**src/rtl/ast_mux_pkg.sv**
```systemverilog
// Shared widths, defaults and types for the Avalon-ST packet multiplexer.
package usr_types_and_params;

  function automatic int sel_width(input int n);
    return (n == 1) ? 1 : $clog2(n);
  endfunction

  localparam int DATA_WIDTH    = 64;
  localparam int CHANNEL_W     = 10;
  localparam int EMPTY_WIDTH   = $clog2(DATA_WIDTH / 8);
  localparam int RX_DIR        = 4;
  localparam int DIR_SEL_WIDTH = sel_width(RX_DIR);

  typedef logic [CHANNEL_W-1:0]     channel_t;
  typedef logic [EMPTY_WIDTH-1:0]   empty_t;
  typedef logic [DIR_SEL_WIDTH-1:0] dir_sel_t;

  typedef enum logic {
    ST_IDLE,
    ST_LOCKED
  } mux_state_e;

endpackage

```
**src/rtl/ast_mux_rr_arbiter.sv**
```systemverilog
// Round-robin arbiter: search starts one past the last winner, pointer moves
// only when a grant is taken while enabled.
module rr_arbiter #(
  parameter int N     = 4,
  parameter int SEL_W = 2
) (
  input  logic             clk_i,
  input  logic             srst_i,
  input  logic [N-1:0]     req_i,
  input  logic             en_i,
  output logic [SEL_W-1:0] grant_o,
  output logic             grant_valid_o
);

  logic [SEL_W-1:0] ptr_q;

  always_comb begin
    // NOTE: every output gets a default before the search so no path leaves it unassigned (no latch).
    grant_valid_o = 1'b0;
    grant_o       = '0;
    for (int i = 0; i < N; i++) begin
      if (!grant_valid_o && req_i[(int'(ptr_q) + i) % N]) begin
        grant_valid_o = 1'b1;
        grant_o       = SEL_W'((int'(ptr_q) + i) % N);
      end
    end
  end

  always_ff @(posedge clk_i) begin
    // NOTE: sequential state uses non-blocking assignments so all registers update together.
    if (srst_i) begin
      ptr_q <= '0;
    end else if (en_i && grant_valid_o) begin
      ptr_q <= (int'(grant_o) == N - 1) ? '0 : grant_o + 1'b1;
    end
  end

endmodule

```
**src/rtl/ast_mux.sv**
```systemverilog
// Packet-atomic N:1 Avalon-ST multiplexer with round-robin arbitration and a
// single registered output stage (latency 1, full throughput).
module ast_mux #(
  parameter int  DATA_WIDTH    = usr_types_and_params::DATA_WIDTH,
  parameter int  CHANNEL_W     = usr_types_and_params::CHANNEL_W,
  parameter int  EMPTY_WIDTH   = $clog2(DATA_WIDTH / 8),
  parameter int  RX_DIR        = usr_types_and_params::RX_DIR,
  localparam int DIR_SEL_WIDTH = usr_types_and_params::sel_width(RX_DIR)
) (
  input  logic                                  clk_i,
  input  logic                                  srst_i,
  input  logic [RX_DIR-1:0][DATA_WIDTH-1:0]     ast_data_i,
  input  logic [RX_DIR-1:0]                     ast_startofpacket_i,
  input  logic [RX_DIR-1:0]                     ast_endofpacket_i,
  input  logic [RX_DIR-1:0]                     ast_valid_i,
  input  logic [RX_DIR-1:0][EMPTY_WIDTH-1:0]    ast_empty_i,
  input  logic [RX_DIR-1:0][CHANNEL_W-1:0]      ast_channel_i,
  output logic [RX_DIR-1:0]                     ast_ready_o,
  output logic [DATA_WIDTH-1:0]                 ast_data_o,
  output logic                                  ast_startofpacket_o,
  output logic                                  ast_endofpacket_o,
  output logic                                  ast_valid_o,
  output logic [EMPTY_WIDTH-1:0]                ast_empty_o,
  output logic [CHANNEL_W-1:0]                  ast_channel_o,
  output logic [DIR_SEL_WIDTH-1:0]              dir_o,
  input  logic                                  ast_ready_i
);

  import usr_types_and_params::*;

  mux_state_e               state_q, state_d;
  logic [DIR_SEL_WIDTH-1:0] grant_q, grant_d, arb_grant;
  logic                     arb_valid;
  logic                     load;
  logic                     accept;
  logic [RX_DIR-1:0]        sop_req;

  // Only a beat carrying SOP may open a new packet.
  assign sop_req = ast_valid_i & ast_startofpacket_i;
  assign load    = !ast_valid_o || ast_ready_i;

  rr_arbiter #(
    .N     (RX_DIR),
    .SEL_W (DIR_SEL_WIDTH)
  ) u_rr_arbiter (
    .clk_i         (clk_i),
    .srst_i        (srst_i),
    .req_i         (sop_req),
    .en_i          (state_q == ST_IDLE),
    .grant_o       (arb_grant),
    .grant_valid_o (arb_valid)
  );

  always_comb begin
    state_d     = state_q;
    grant_d     = grant_q;
    ast_ready_o = '0;
    accept      = 1'b0;
    case (state_q)
      ST_IDLE: begin
        if (arb_valid) begin
          state_d = ST_LOCKED;
          grant_d = arb_grant;
        end
      end
      ST_LOCKED: begin
        ast_ready_o[grant_q] = load && !srst_i;
        accept               = ast_valid_i[grant_q] && load;
        if (accept && ast_endofpacket_i[grant_q]) state_d = ST_IDLE;
      end
      default: state_d = ST_IDLE;
    endcase
  end

  always_ff @(posedge clk_i) begin
    if (srst_i) begin
      // NOTE: the output data path is reset too, so a partial packet leaves nothing visible behind.
      state_q             <= ST_IDLE;
      grant_q             <= '0;
      ast_valid_o         <= 1'b0;
      ast_data_o          <= '0;
      ast_startofpacket_o <= 1'b0;
      ast_endofpacket_o   <= 1'b0;
      ast_empty_o         <= '0;
      ast_channel_o       <= '0;
      dir_o               <= '0;
    end else begin
      state_q <= state_d;
      grant_q <= grant_d;
      if (load) ast_valid_o <= accept;
      if (accept) begin
        ast_data_o          <= ast_data_i[grant_q];
        ast_startofpacket_o <= ast_startofpacket_i[grant_q];
        ast_endofpacket_o   <= ast_endofpacket_i[grant_q];
        ast_empty_o         <= ast_empty_i[grant_q];
        ast_channel_o       <= ast_channel_i[grant_q];
        dir_o               <= grant_q;
      end
    end
  end

endmodule

```
**config.mk**
```make
export PLATFORM = sky130hd
export DESIGN_NAME = ast_mux
export DESIGN_NICKNAME = d
export VERILOG_FILES = /design/src/rtl/ast_mux_pkg.sv /design/src/rtl/ast_mux_rr_arbiter.sv /design/src/rtl/ast_mux.sv
export SDC_FILE = /design/constraint.sdc
export NUM_CORES = 1
export LEC_CHECK = 0
export ABC_AREA = 1
export BUFFER_PORTS_ARGS = -buffer_cell sky130_fd_sc_hd__buf_2
export CORE_AREA = 8 8 153 155
export CTS_BUF_LIST = sky130_fd_sc_hd__clkbuf_16
export DETAILED_ROUTE_END_ITERATION = 16
export DIE_AREA = 0 0 161 163
export MAX_ROUTING_LAYER = met4
export PLACE_DENSITY = 0.62
export SYNTH_ARGS = -nofsm -noshare
export SYNTH_HDL_FRONTEND = slang
export SYNTH_SLANG_ARGS = --single-unit
```
**constraint.sdc**
```tcl
create_clock -name clk_i -period 1.8 [get_ports clk_i]
set_input_delay 0 -clock clk_i [delete_from_list [all_inputs] [get_ports clk_i]]
set_output_delay 0 -clock clk_i [all_outputs]
set_load 0.02 [all_outputs]
```
After elaboration in Yosys (flattened, before gate mapping)
Cells that the tools add are included.

operators by class
  add/sub/neg operators = 4
  $lt $le $gt $ge = 6
  equal/unequal tests = 1
  muxes and demuxes = 39
  bitwise operators = 6
  reductions and logical operators = 18

operators by type and width
  cell                   number
  $bmux W64 S2           1
  $mux W64               1
  $bmux W10 S2           1
  $mux W1                18
  $bmux W1 S2            7
  $lt A3 B4 Y1 const B   3
  $mux W10               1
  $mux W2                5
  $and A4 B4 Y4          2
  $logic_and A1 B1 Y1    8
  $bmux W3 S2            1
  $lt A2 B3 Y1 const B   2
  $reduce_or A2 Y1       3
  $logic_not A1 Y1       5
  $add A2 B1 Y2 const B  2
  $add A2 B2 Y2 const B  2
  $mux W4                1
  $and A1 B1 Y1 const A  3
  $mux W3                1
  $demux W1 S2           1
  $eq A2 B1 Y1 const B   1
  $ge A2 B1 Y1 const B   1
  $pmux W1 S2            1
  $reduce_and A2 Y1      1
  2 further kinds        2

word-level totals
  register bits = 87
  input port bits = 323
  output and inout port bits = 86
  word-level logic and storage cells = 84

Longest topological paths before layout
Gate-level depths: netlist of run 1.

  depth after elaboration = 16
  depth in mapped cells = 14
  mapped depth without buffers = 13

Modules after synthesis
Synthesis of run 1 repeated with hierarchy kept, for this count alone.

unflattened totals
  cell total of the unflattened synthesis = 1161
  area, all modules = 6351.1 µm²

modules (own cells, without submodules)
  module      times used  cells an instance  area each (µm²)  sequential area each (µm²)
  ast_mux     1           1092               5952.0           1701.6
  rr_arbiter  1           69                 399.1            40.0

Worst setup path after synthesis of run 1
No wires, ideal clock.

  path type = register -> register
  start point = register grant_q[0]
  end point = register ast_data_o[48]
  setup time = 0.081 ns
  arrival time = 1.491 ns
  required time = 1.719 ns
  setup slack = 0.228 ns
  stages on the path, launching flop included = 10
  path buffers = 2
  clock period less this slack = 1.572 ns
  cells stage by stage = dfxtp_1 -> nor2_1 -> a22oi_1 -> nand2_1 -> nand2_1 -> inv_2 -> buf_4 -> buf_4 -> o21ai_1 -> a41oi_1

between the ends
  longest elaborated chain between the ends = 4
  elaborated cells on any way between the ends = 6
  those cells by class = mux: 5; reduce/logical: 1

RTL lines
  what                           RTL line       RTL
  from (decl)                    ast_mux.sv:32  logic [DIR_SEL_WIDTH-1:0] grant_q, grant_d, arb_grant;
  from (signal assigned)         ast_mux.sv:89  grant_q <= grant_d;
  $bmux W1 S2                    ast_mux.sv:68  accept = ast_valid_i[grant_q] && load;
  $mux W1 (not written as such)  ast_mux.sv:68
  $logic_and A1 B1 Y1            ast_mux.sv:68
  $mux W1                        ast_mux.sv:59  case (state_q)
  to (signal assigned)           ast_mux.sv:92  ast_data_o <= ast_data_i[grant_q];
  to (decl)                      ast_mux.sv:19  output logic [DATA_WIDTH-1:0] ast_data_o,

Several ways; a longest one is shown, not always the timed one. The select of a mux whose other input is x is not followed.
A chain may end at the register's enable or synchronous reset.

Final worst setup path of run 1
  start point = register grant_q[1]
  end point = output ast_ready_o[2]

between the ends
  longest elaborated chain between the ends = 6
  elaborated cells on any way between the ends = 7
  those cells by class = order compare: 2; mux: 3; bitwise: 1; reduce/logical: 1

RTL lines
  what                                                                RTL line       RTL
  $lt A2 B3 Y1 (not written as such) or $ge A2 B1 Y1 (tied branches)  ast_mux.sv:67  ast_ready_o[grant_q] = load && !srst_i;
  $logic_and A1 B1 Y1                                                 ast_mux.sv:67
  $mux W1 (not written as such)                                       ast_mux.sv:67
  $demux W1 S2 (*)                                                    ast_mux.sv:67
  $and A4 B4 Y4 (no line) (*)                                         -
  $mux W4 (*)                                                         ast_mux.sv:59
  to (decl)                                                           ast_mux.sv:18  output logic [RX_DIR-1:0] ast_ready_o,

Mark *: on every way between the ends. The rest lies on a longest branch, timed or not.

==> results of run 1 <==
[worst max-delay path, cell delays in order, from the launching register on]
cell and delay (ns):
dfxtp_2 0.41, inv_1 0.11, nor2_4 0.13, buf_4 0.14
buf_12 0.20, inv_1 0.10, nor2_1 0.10, buf_2 0.19
[where the power goes]
part / internal (uW) / total, uW / leakage (uW) / switching [uW]
registers: 2620 / 3010 / 0.000717 / 387
clock network: 926 / 1790 / 0.000125 / 866
logic: 2990 / 7690 / 0.00337 / 4700
[cells by family after synthesis]
| family | share of synthesized area, % |
|---|---|
| AO/OA/AOI/OAI | 37.1 |
| buffers and inverters | 6.81 |
| flip-flops | 36.8 |
| AND/OR/NAND/NOR | 19.3 |
[final cells by class]
cell class | instances | share of cell area (%)
clock buffer | 9 | 2.42
tap | 275 | 3.70
timing repair buffer | 603 | 44.7
inverter | 18 | 0.820
antenna | 1 | 0.0269
multi-input combinational | 488 | 29.0
timing repair inverter | 2 | 0.121
sequential | 87 | 18.8
clock inverter | 6 | 0.430
[flip-flops by register name, indices dropped and copies added (netlist names)]
register and flops:
u_rr_arbiter.ptr_q 2, grant_q 2, ast_empty_o 3, dir_o 2
state_q 1, ast_valid_o 1, ast_channel_o 10, ast_data_o 64
ast_endofpacket_o 1, ast_startofpacket_o 1
[repair_timing]
item | in CTS | in global routing
setup endpoints to repair | 1 | 84
pin swaps | 0 | 1
gates cloned | 1 | 8
endpoints found under the hold margin | 83 | 0
hold buffers | 164 | 0
setup buffers | 0 | 4
resized for setup | 0 | 23
[placed cells by master, fill, tap and decap left out, drive strengths merged, types with 5 or more instances in the layout]
cell type,instances
clkbuf,14
nand3,18
nor2,11
dfxtp,87
a41oi,78
buf,433
a22oi,80
dlygate4sd3,164
clkinvlp,5
inv,18
o21ai,83
nand2,206
a21oi,9
[layer usage]
| layer | GRT usage, % | vias up |
|---|---|---|
| li1 | - | 3521 |
| met3 | 4.88 | 63 |
| met4 | 7.70 | 0 |
| met2 | 34.8 | 499 |
| met5 | - | - |
| met1 | 22.8 | 3465 |
[final timing paths]
| check | start | end | slack [ns] | cells past startpoint |
|---|---|---|---|---|
| hold reg to reg | ast_endofpacket_o | ast_endofpacket_o | 0.47 | 2 |
| hold / removal | ast_data_i[95] | ast_data_o[31] | 0.01 | 3 |
| setup reg to reg | grant_q[0] | ast_data_o[13] | 0.11 | 9 |
| setup / recovery | grant_q[1] | ast_ready_o[2] | 0.08 | 7 |
[stage by stage]
stage | hold WS, ns | utilization (%) | power, uW | cell area [sq um] | cells
after floorplan | 0.0691 | - | 7110 | 4740 | 653
after global placement | 0.291 | 34.3 | 9570 | 7150 | 1296
after detailed placement | 0.291 | 34.3 | 9610 | 7150 | 1296
after CTS | 0.0000270 | 43.7 | 11900 | 9090 | 1476
after global routing | 0.0215 | 44.7 | 13300 | 9300 | 1488
final | 0.0135 | 44.7 | 12500 | 9310 | 1489
==> flow_summary.ini, run 1 <==
[outcome]
status = completed

[setup_path]
crit_path_end_kind = primary output
start_kind = flip-flop
crit_required_ns = 1.80
crit_arrival_ns = 1.72
path_class = flip-flop to primary output
critPathMaxFanout = 29

[synth]
netlist_area_sq_mm = 0.00474
ys_seq_area_share_pct = 36.8
synth_top_area_share_pct = 36.8
ys_top_cells_by_area = dfxtp_1, nand2_1, a41oi_1, a22oi_1, o21ai_0
synth_seq_cells = 87
synth.largest_area_cell = dfxtp_1
ys_warn_count = 0
synth_edf_count = 0
avgSynthCellArea_sq_um = 7.25
synth_nets = 976
synth_cell_types = 18
ys_top_cells_by_count = nand2_1, dfxtp_1, a22oi_1, a41oi_1, o21ai_0
synth_cells = 653
yosys.cell_count.top_type = nand2_1
synth_flop_cell = dfxtp_1
async_flop_share_pct = 0

[min_path]
worst_hold_path_type = input port to flip-flop

[finish]
final_nets = 1532
syn2layout_area_growth_pct = 96.5
drive_gt1_share_pct = 38.7
nFillCells = 1991
multi_input_area_sq_mm = 0.00270
layout.area.seq_sq_mm = 0.00175

[sta]
fin_crit_sh_pct = 95.3
final.min_clock_period_ns = 1.72
rsz0062_at_grt = false
setup_tns_ns = 0
maxSlewHeadroom_pct = 64.8
post-route-worst-setup-slack_ns = 0.0850
hold_viol_final = 0
slew_violations = 0
tightest_slew_ns = 0.528
setup_viol = 0
fin_skew_ns = 0.0115
timing.fmax_mhz = 583

[grt]
grt_pass1_vias = 7755
grt_start_max_net_pins = 79
gr-total-overflow = 0
grt_pass1_wl_um = 41800
antenna_found_initial = 0
track_usage_pct = 20.4

[power_and_ir_drop]
p_leak_uw = 0.00421
max-vdd-ir-drop_v = 0.000870
p_per_area_mw_per_mm2 = 1340

[cts]
cts_root_buffer = clkbuf_16
cts_inserted_buffers = 9
clkTransAtPathRegs_ns = 0.07
cts_tree = done
clk_path_buf_depth = 2
htree_num_levels = 3
insertion_delay_ns = 0.35
cts_sinks = 87

[floorplan]
dieArea_sq_mm = 0.0262
core.rowCount = 53
start_util_pct = 22.7
io_pins = 409
core_sq_mm = 0.0208
die_h_um = 163
die_w_um = 161

[detailed_routing]
totalWireLength_um = 29000
met2_length_um = 14300
drc_errors = 0
met3_wirelength_um = 2540
highest_layer = met4
drtPass1Iterations = 5
first_iter_violations = 743
wl_met1_um = 11400
via_count = 7548
drtAntennaViolNets = 0
vias_per_cell = 5.07
wl_per_cell_um = 19.5

[run]
cap_violations = 0

[placed_design]
hpwlAfterDp_um = 18400
place_ws_ns = 0.0504
place_congestion = 0.854
port_buffers = 408
No activity file was read; power rests on OpenSTA's default activity.
==> run 2, diff against run 1 <==
Settings changed: CORE_AREA 8 8 153 155 to 2 2 161 163, DIE_AREA 0 0 161 163 to 0 0 163 165, PLACE_DENSITY 0.62 to 0.55.
==> run 2 against run 1 <==
Against the previous run: total power rose by 4.2%; die area rose by 2.5%; sequential power fell by 1%; routed wire length fell by 2.1%; combinational power rose by 5.5%; critical path type unchanged; critical endpoint unchanged.
==> flow_summary.ini, run 2 (same netlist as run 1, synthesis figures left out) <==
[outcome]
status = completed

[run]
cap_violations = 0

[finish]
antenna_cells = 0
largest_reg_flops = 64
drive_gt1_share_pct = 39.1
final_cell_area_sq_mm = 0.00951
largest_registers = ast_data_o (64), ast_channel_o (10), ast_empty_o (3)
layout.area.seq_sq_mm = 0.00175
multi_input_area_sq_mm = 0.00270
mostFrequentLayoutCell = buf_2
final_nets = 1547
syn2layout_area_growth_pct = 101
top_register = ast_data_o
nFillCells = 2511
final_cells = 1559
final_cell_mix = buf_2, nand2_1, dlygate4sd3_1
final_core_util_pct = 38.0

[grt]
grt_pass1_vias = 7354
grt_start_max_net_pins = 80
antenna_found_initial = 1
track_usage_pct = 18.7
grt_pass1_wl_um = 37700
gr-total-overflow = 0

[power_and_ir_drop]
p_comb_share_pct = 62.3
p_per_area_mw_per_mm2 = 1370
seqPwrFrac_pct = 22.8
p_leak_uw = 0.00429
p_sw_uw = 6330
power_switching_share_pct = 48.6
pwr-share-clk_pct = 14.8
p_int_uw = 6680
max-vdd-ir-drop_v = 0.000660

[placed_design]
port_buffers = 408
placed_cell_area_sq_mm = 0.00726
dp.cells = 1362
hpwlAfterDp_um = 16400
place_congestion = 0.879

[cts]
clkTransAtPathRegs_ns = 0.08
insertion_delay_ns = 0.35
cts_inserted_buffers = 9
cts_tree = done
clk_path_buf_depth = 2
cts_sinks = 87
htree_num_levels = 3
cts_root_buffer = clkbuf_16

[setup_path]
r2r_cells = 10
path_class = flip-flop to primary output
crit_arrival_ns = 1.71
crit_path_end_kind = primary output
r2r_start = grant_q[0]
rrSetupSlack_ns = 0.12
crit_required_ns = 1.80
critPathMaxFanout = 32
reg2reg_to = ast_channel_o[4]
start_kind = flip-flop

[min_path]
worst_hold_path_type = input port to flip-flop
min_from = ast_data_i[123]
hold-path-endpoint = ast_data_o[59]
hold-path-cell-count = 3

[sta]
fin_crit_sh_pct = 95.1
final.min_clock_period_ns = 1.71
setup_viol = 0
maxSlewHeadroom_pct = 65.7
holdWs_ns = 0.0150
slew_violations = 0
hold_viol_final = 0
tightest_slew_ns = 0.515
setup_tns_ns = 0
timing.fmax_mhz = 584
fin_skew_ns = 0.0104

[detailed_routing]
drc_errors = 0
first_iter_violations = 522
totalWireLength_um = 28400
drtAntennaViolNets = 0
via_count = 7582
drtPass1Iterations = 5
vias_per_cell = 4.86
wl_per_cell_um = 18.2

[floorplan]
io_pins = 409
die_h_um = 165
core_sq_mm = 0.0250
start_util_pct = 18.9
die_w_um = 163
dieArea_sq_mm = 0.0269
core.rowCount = 58
## run 2: worst max path at each step
stage               startpoint          endpoint  slack [ns]  cells past startpoint
finish              grant_q[0]    ast_ready_o[2]        0.09                      7
floorplan           grant_q[0]    ast_data_o[48]        0.23                      9
global route        grant_q[0]  ast_channel_o[0]      -0.007                     10
global placement    grant_q[0]  ast_channel_o[1]        0.06                      6
CTS                 grant_q[0]    ast_ready_o[2]       0.003                      7
detailed placement  grant_q[0]  ast_channel_o[0]       -0.01                      6
## run 2: repair_timing
action                                  4_1_cts  5_1_grt
gates cloned                                  1        8
endpoints found under the setup margin       18       71
hold endpoints to repair                     83        0
hold buffers                                170        0
gates resized for setup                       2       36
buffers inserted                              0        2
## run 2: power groups by stage
stage / Combinational [uW] / Clock, uW / Sequential, uW
after detailed placement: 6750 / 0 / 2960
after global placement: 6700 / 0 / 2970
after global routing: 8710 / 2090 / 3050
after CTS: 7220 / 2040 / 2930
final: 8110 / 1930 / 2970
after floorplan: 3390 / 0 / 3710
## run 2: cell type report
class | count | area share, %
Tap cell | 330 | 4.34
Sequential cell | 87 | 18.4
Timing Repair inverter | 2 | 0.118
Clock inverter | 7 | 0.645
Clock buffer | 9 | 2.37
Multi-Input combinational cell | 488 | 28.3
Inverter | 18 | 0.803
Timing Repair Buffer | 618 | 45.0
## run 2: worst max-delay path: stages (launching register included)
cell	delay, ns
dfxtp_2	0.34
buf_4	0.14
nor2_4	0.10
buf_4	0.18
buf_16	0.22
inv_1	0.09
nor2_1	0.10
buf_2	0.18
## run 2: metrics by stage
step / power (uW) / setup slack, ns
floorplan: 7110 / 0.228
detailed placement: 9710 / -0.0101
finish: 13000 / 0.0881
CTS: 12200 / 0.00289
global placement: 9670 / 0.0586
global route: 13800 / -0.00663
## run 2: per-layer routing
metal  global-route usage [%]  share of wire, %  up-vias
met5                        -                 0        -
met4                     10.8               4.4        0
met3                     2.16               7.7       64
met2                     32.9                49      484
met1                     20.4                39     3471
li1                         -                 -     3563
